[src/rtl/or1200_fwd_pkg.sv]
// Shared definitions for the operand-forwarding control slice.
//   aw, SEL_WIDTH          : register address / mux select widths
//   SEL_*                  : operand mux select encodings
//   slot_t                 : one pipeline slot's write-back descriptor
//   slot_hit()             : does a slot forward to a given source address
package or1200_fwd_pkg;
  localparam int aw        = 5;
  localparam int SEL_WIDTH = 2;
  localparam int NUM_OPS   = 2;

  typedef logic [SEL_WIDTH-1:0] sel_t;
  typedef logic [aw-1:0]        addr_t;

  localparam sel_t SEL_RF      = 2'd0;
  localparam sel_t SEL_IMM     = 2'd1;
  localparam sel_t SEL_EX_FORW = 2'd2;
  localparam sel_t SEL_WB_FORW = 2'd3;

  typedef struct packed {
    logic  rfwb;
    addr_t rf_addrw;
  } slot_t;

  // r0 is hardwired to zero, so it is never a forwarding source.
  function automatic logic slot_hit(input slot_t s, input addr_t a);
    return s.rfwb && (s.rf_addrw == a) && (a != '0);
  endfunction
endpackage

[src/rtl/or1200_fwd_cmp.sv]
// Per-operand hazard comparator (purely combinational).
//   src     : source register address of the incoming instruction
//   imm     : operand is the immediate (only ever set on the B operand)
//   id_slot : producer currently in ID (becomes EX next cycle)
//   ex_slot : producer currently in EX (becomes WB next cycle)
//   sel     : select to register for the coming ID cycle
module or1200_fwd_cmp
  import or1200_fwd_pkg::*;
(
  input  addr_t src,
  input  logic  imm,
  input  slot_t id_slot,
  input  slot_t ex_slot,
  output sel_t  sel
);
  // The slots shift one stage on the same edge the select is captured, so
  // an ID-slot producer is read from EX, and an EX-slot producer from WB.
  // The ID slot is the youngest producer and therefore wins ties.
  always_comb begin
    sel = SEL_RF;
    if (imm)                          sel = SEL_IMM;
    else if (slot_hit(id_slot, src))  sel = SEL_EX_FORW;
    else if (slot_hit(ex_slot, src))  sel = SEL_WB_FORW;
  end
endmodule

[src/rtl/or1200_fwd_ctrl.sv]
// Forwarding control: tracks write-back destinations through the ID, EX
// and WB slots and registers operand mux selects at the IF->ID edge.
//   clk, rst                    : core clock, async active-high reset
//   id/ex/wb_freeze             : per-stage hold
//   flushpipe                   : kill ID and EX contents
//   if_rfa_addr/if_rfb_addr     : sources of the instruction entering ID
//   if_imm_b                    : entering instruction uses immediate for B
//   if_rfwb/if_rf_addrw         : destination of the entering instruction
//   sel_a/sel_b                 : registered operand mux selects
//   {id,ex,wb}_rfwb/_rf_addrw   : slot write enable and destination
module or1200_fwd_ctrl
  import or1200_fwd_pkg::*;
(
  input  logic          clk,
  input  logic          rst,
  input  logic          id_freeze,
  input  logic          ex_freeze,
  input  logic          wb_freeze,
  input  logic          flushpipe,
  input  logic [aw-1:0] if_rfa_addr,
  input  logic [aw-1:0] if_rfb_addr,
  input  logic          if_imm_b,
  input  logic          if_rfwb,
  input  logic [aw-1:0] if_rf_addrw,
  output logic [1:0]    sel_a,
  output logic [1:0]    sel_b,
  output logic          id_rfwb,
  output logic [aw-1:0] id_rf_addrw,
  output logic          ex_rfwb,
  output logic [aw-1:0] ex_rf_addrw,
  output logic          wb_rfwb,
  output logic [aw-1:0] wb_rf_addrw
);
  slot_t id_slot, ex_slot, wb_slot;
  sel_t  sel_q   [NUM_OPS];
  sel_t  sel_nx  [NUM_OPS];

  // A later stage frozen forces the earlier ones to hold too, so a
  // malformed freeze combination degrades to a consistent stall.
  logic wb_frz, ex_frz, id_frz;
  assign wb_frz = wb_freeze;
  assign ex_frz = ex_freeze | wb_frz;
  assign id_frz = id_freeze | ex_frz;

  logic [NUM_OPS-1:0][aw-1:0] src;
  logic [NUM_OPS-1:0]         imm;
  assign src = {if_rfb_addr, if_rfa_addr};
  assign imm = {if_imm_b, 1'b0};

  for (genvar i = 0; i < NUM_OPS; i++) begin : g_op
    or1200_fwd_cmp u_cmp (
      .src     (src[i]),
      .imm     (imm[i]),
      .id_slot (id_slot),
      .ex_slot (ex_slot),
      .sel     (sel_nx[i])
    );
  end

  always_ff @(posedge clk or posedge rst) begin
    if (rst) begin
      id_slot <= '0;
      ex_slot <= '0;
      wb_slot <= '0;
      for (int i = 0; i < NUM_OPS; i++) sel_q[i] <= SEL_RF;
    end else begin
      // ID slot
      if (!id_frz) begin
        id_slot.rf_addrw <= if_rf_addrw;
        id_slot.rfwb     <= if_rfwb && (if_rf_addrw != '0);
      end
      if (flushpipe) id_slot.rfwb <= 1'b0;

      // EX slot: bubble when ID is stalled but EX advances
      if (!ex_frz) begin
        if (id_frz) ex_slot.rfwb <= 1'b0;
        else        ex_slot      <= id_slot;
      end
      if (flushpipe) ex_slot.rfwb <= 1'b0;

      // WB slot: not affected by flush
      if (!wb_frz) begin
        if (ex_frz) wb_slot.rfwb <= 1'b0;
        else        wb_slot      <= ex_slot;
      end

      // Selects
      for (int i = 0; i < NUM_OPS; i++) begin
        if (flushpipe)    sel_q[i] <= SEL_RF;
        else if (!id_frz) sel_q[i] <= sel_nx[i];
      end
    end
  end

  assign sel_a       = sel_q[0];
  assign sel_b       = sel_q[1];
  assign id_rfwb     = id_slot.rfwb;
  assign id_rf_addrw = id_slot.rf_addrw;
  assign ex_rfwb     = ex_slot.rfwb;
  assign ex_rf_addrw = ex_slot.rf_addrw;
  assign wb_rfwb     = wb_slot.rfwb;
  assign wb_rf_addrw = wb_slot.rf_addrw;
endmodule

[config.mk]
export PLATFORM = sky130hd
export DESIGN_NAME = or1200_fwd_ctrl
export DESIGN_NICKNAME = d
export VERILOG_FILES = /design/src/rtl/or1200_fwd_pkg.sv /design/src/rtl/or1200_fwd_cmp.sv /design/src/rtl/or1200_fwd_ctrl.sv
export SDC_FILE = /design/constraint.sdc
export NUM_CORES = 1
export LEC_CHECK = 0
export CAP_MARGIN = 5
export CORE_MARGIN = 4
export CORE_UTILIZATION = 40
export CTS_BUF_LIST = sky130_fd_sc_hd__clkbuf_4
export DETAILED_ROUTE_END_ITERATION = 8
export GPL_TIMING_DRIVEN = 0
export PLACE_DENSITY = 0.76
export SLEW_MARGIN = 25
export SYNTH_ARGS = -nofsm -noshare
export SYNTH_HDL_FRONTEND = slang
export SYNTH_SLANG_ARGS = --single-unit
export TNS_END_PERCENT = 50
[constraint.sdc]
create_clock -name clk -period 1.4 [get_ports clk]
set_input_delay 0.28 -clock clk [delete_from_list [all_inputs] [get_ports clk]]
set_output_delay 0.28 -clock clk [all_outputs]
set_load 0.005 [all_outputs]
==> run_results.csv <==
group,metric,value,unit
run_status,status,"complete, but fails checks",
run_status,violations,"negative setup slack",
pwr,internal_power,1.311,mW
floorplan,dieArea,0.003789,mm^2
worst_hold_path,worstHoldPathType,"input pin to asynchronous set/reset pin",
job,cap_violations,0,
timing,setup_viol,4,
synth,synth_seq_cells,22,
synth,avgSynthCellArea,9.561,um^2
synth,synth.distinct_cells,24,
finish,area_delta_synth_final,67.72,%
synth,yosysSeqAreaShare,0.4798,
cts,clk_pin_slew,0.12,ns
cts,cts_root_buf,"clkbuf_4",
finish,instances_no_fill,223,
routing,postRouteAntennaNets,0,
synth,synth_area_leaders,"dfrtp_1 48%, xnor2_1 12%, nand2_1 11%",
place,portBuffers,44,
pwr,p_switching,0.6211,mW
timing,finClkSkew,0.002779,ns
routing,m1WireLength,1504,um
global_route,track_usage,0.1926,
cts,cts_buffer_depth,2,
synth,syn_nets,143,
global_route,grt_pass1_wl,5326,um
finish,drive_gt1_frac,0.3333,
routing,dr_wl_met3,275,um
synth,syn_area,0.001147,mm^2
floorplan,ios,45,
finish,diodes,0,
timing,hold_slack,0.4037,ns
floorplan,die_w,61.56,um
floorplan,core,0.002758,mm^2
timing,period_minus_slack,1.669,ns
setup_path,cp_data_arrival_time,1.93,ns
cts,cts_tree,"done",
place,gp_congestion,0.8346,
synth,synth_top_cell_area_share,0.4798,
timing,final-hold-violation-count,0,
setup_path,criticalPathCategory,"flop to flop",
finish,nFillCells,203,
timing,relSlewSlack,0.4397,
global_route,antenna_found_initial,0,
timing,period_share,1.192,
pwr,p_clk_frac,0.163,
synth,yosys_warnings,0,
floorplan,rows,19,
cts,cts_sinks,22,
floorplan,dieHeight,61.56,um
pwr,combinationalPowerShare,0.426,
finish,postLayoutCoreUtil,0.6978,
global_route,grt_overflow,0,
pwr,p_sw_frac,0.3214,
routing,routed_wl,4056,um
routing,drt-initial-drc-count,34,
pwr,seq_power_share,0.411,
setup_path,critPathLaunchType,"flop",
setup_path,cp_max_fo,3,
setup_path,end_kind,"flop",
finish,nNetsFinal,216,
routing,wl_met2,2161,um
timing,timing.final.ws_setup,-0.2693,ns
routing,highest_layer,"met4",
pwr,ir_worst_vdd,1.017,mV
cts,clock_latency,0.33,ns
global_route,grt_max_degree,23,
routing,via_per_inst,5.462,
routing,num_vias,1218,
cts,numCtsBuffers,3,
place,placed_area,0.001627,mm^2
cts,postCtsHoldBufs,0,
timing,max_freq,0.5991,GHz
pwr,p_per_area,1004,mW/mm^2
timing,rsz0062_at_grt,"yes",
timing,tightest_slew,0.8396,ns
global_route,grt_pass1_vias,1180,
timing,slew_viol_final,0,
place,place_inst,195,
timing,finalSetupTns,-0.5830,ns
finish,design_area,0.001924,mm^2
cts,htree_levels,1,
setup_path,required,1.66,ns
routing,drt_first_pass_iters,6,
floorplan,start_util,0.4161,
synth,postSynthCellCount,120,
synth,synth.largest_area_cell,"dfrtp_1",
pwr,power_leakage,0.9193,nW
routing,wire_per_inst,18.19,um
routing,drc,0,
cells by family (layout without fill, tap and decap cells):
kind of cell,Yosys count,count (layout),share of synthesized area
and+or+nand+nor,58,58,0.2454
DFF,22,22,0.4798
xor gates and xnor gates,20,20,0.1527
AOI/OAI and AO/OA,10,10,0.05125
muxes,6,6,0.05779
buffers and inverters,4,76,0.01308
repair_timing:
action	CTS	global route
pin swaps	3	13
cloned	0	0
buffers inserted	15	10
endpoints found under the setup margin	37	6
resized for setup	46	22
power groups by stage:
stage | Combinational [mW] | Sequential (mW) | Clock [mW]
5_1_grt | 0.873 | 0.804 | 0.355
6_report | 0.824 | 0.794 | 0.315
3_5_place_dp | 0.526 | 0.860 | 0
2_1_floorplan | 0.215 | 0.841 | 0
4_1_cts | 0.633 | 0.800 | 0.315
3_3_place_gp | 0.513 | 0.859 | 0
per-layer routing:
metal	track usage	up-vias
met5	0	-
met4	0.09394	0
met3	0.04612	14
met2	0.3214	62
met1	0.2310	592
li1	-	550
stage by stage:
stage,worst slack (ns),power [mW]
CTS,-0.1201,1.748
detailed placement,-0.6700,1.387
global route,-0.2892,2.033
global placement,-0.6470,1.372
finish,-0.2693,1.932
floorplan,-0.09990,1.055
cells in the final DEF (no fill, tap or decap), drive strengths merged, types with 2 or more instances in the layout:
| cell | synthesis | layout |
|---|---|---|
| dfrtp | 22 | 22 |
| nand3b | 3 | 3 |
| nor2 | 5 | 5 |
| xor2 | 4 | 4 |
| o21ai | 5 | 5 |
| nand4 | 4 | 4 |
| nor3 | 4 | 4 |
| a21oi | 3 | 3 |
| buf | 0 | 28 |
| mux2 | 5 | 5 |
| clkdlybuf4s15 | 0 | 2 |
| nand2 | 35 | 35 |
| or4 | 3 | 3 |
| clkbuf | 3 | 5 |
| nor4 | 2 | 2 |
| xnor2 | 16 | 16 |
| dlygate4sd2 | 0 | 24 |
| clkdlybuf4s50 | 0 | 14 |
cell usage after synthesis (all sizes together):
| cell | number |
|---|---|
| o41a | 1 |
| nand2b | 1 |
| nor3 | 4 |
| or3 | 1 |
| o211ai | 1 |
| a21oi | 3 |
| dfrtp | 22 |
| o21ai | 5 |
| clkbuf | 3 |
| nor4 | 2 |
| or4 | 3 |
| mux2i | 1 |
| mux2 | 5 |
| nand3b | 3 |
| nand2 | 35 |
| xnor2 | 16 |
| inv | 1 |
| nor2 | 5 |
| xor2 | 4 |
| nand4 | 4 |
worst max-delay path, stage by stage, from the launching register on:
cell and delay, ns:
dfrtp_2 0.43, buf_6 0.13, xnor2_1 0.25, nand4_1 0.21
o41a_1 0.47, nor3_2 0.10
layout make-up:
type / instances / area (um^2) / area share
multi-input cells: 94 / 660.6 / 0.3433
repair buffers: 69 / 611.8 / 0.3179
flip-flops and latches: 22 / 564.3 / 0.2932
well taps: 31 / 38.79 / 0.02016
clock buffers: 3 / 22.52 / 0.01170
plain buffers: 2 / 18.77 / 0.009753
clock inverters: 1 / 3.754 / 0.001951
inverters: 1 / 3.754 / 0.001951
final timing paths:
check	start	end	slack, ns	cells after the start
min in group clk	wb_freeze	wb_rfwb$_DFFE_PP0N_	0.41	3
setup reg to reg	ex_rf_addrw[3]$_DFFE_PP0P_	sel_b[0]$_DFFE_PP0P_	-0.27	5
hold reg to reg	wb_rfwb$_DFFE_PP0N_	wb_rfwb$_DFFE_PP0N_	0.50	2
hold / removal	rst	sel_b[0]$_DFFE_PP0P_	0.40	2
setup / recovery	ex_rf_addrw[3]$_DFFE_PP0P_	sel_b[0]$_DFFE_PP0P_	-0.27	5
max in group asynchronous	rst	ex_rf_addrw[4]$_DFFE_PP0P_	0.43	2
sequential cells by signal, indices dropped and copies added, names as in the netlist:
register     cells
ex_rfwb          1
wb_rf_addrw      5
sel_b            2
ex_rf_addrw      5
sel_a            2
id_rf_addrw      5
id_rfwb          1
wb_rfwb          1
Power figures use the tool's default switching activity.
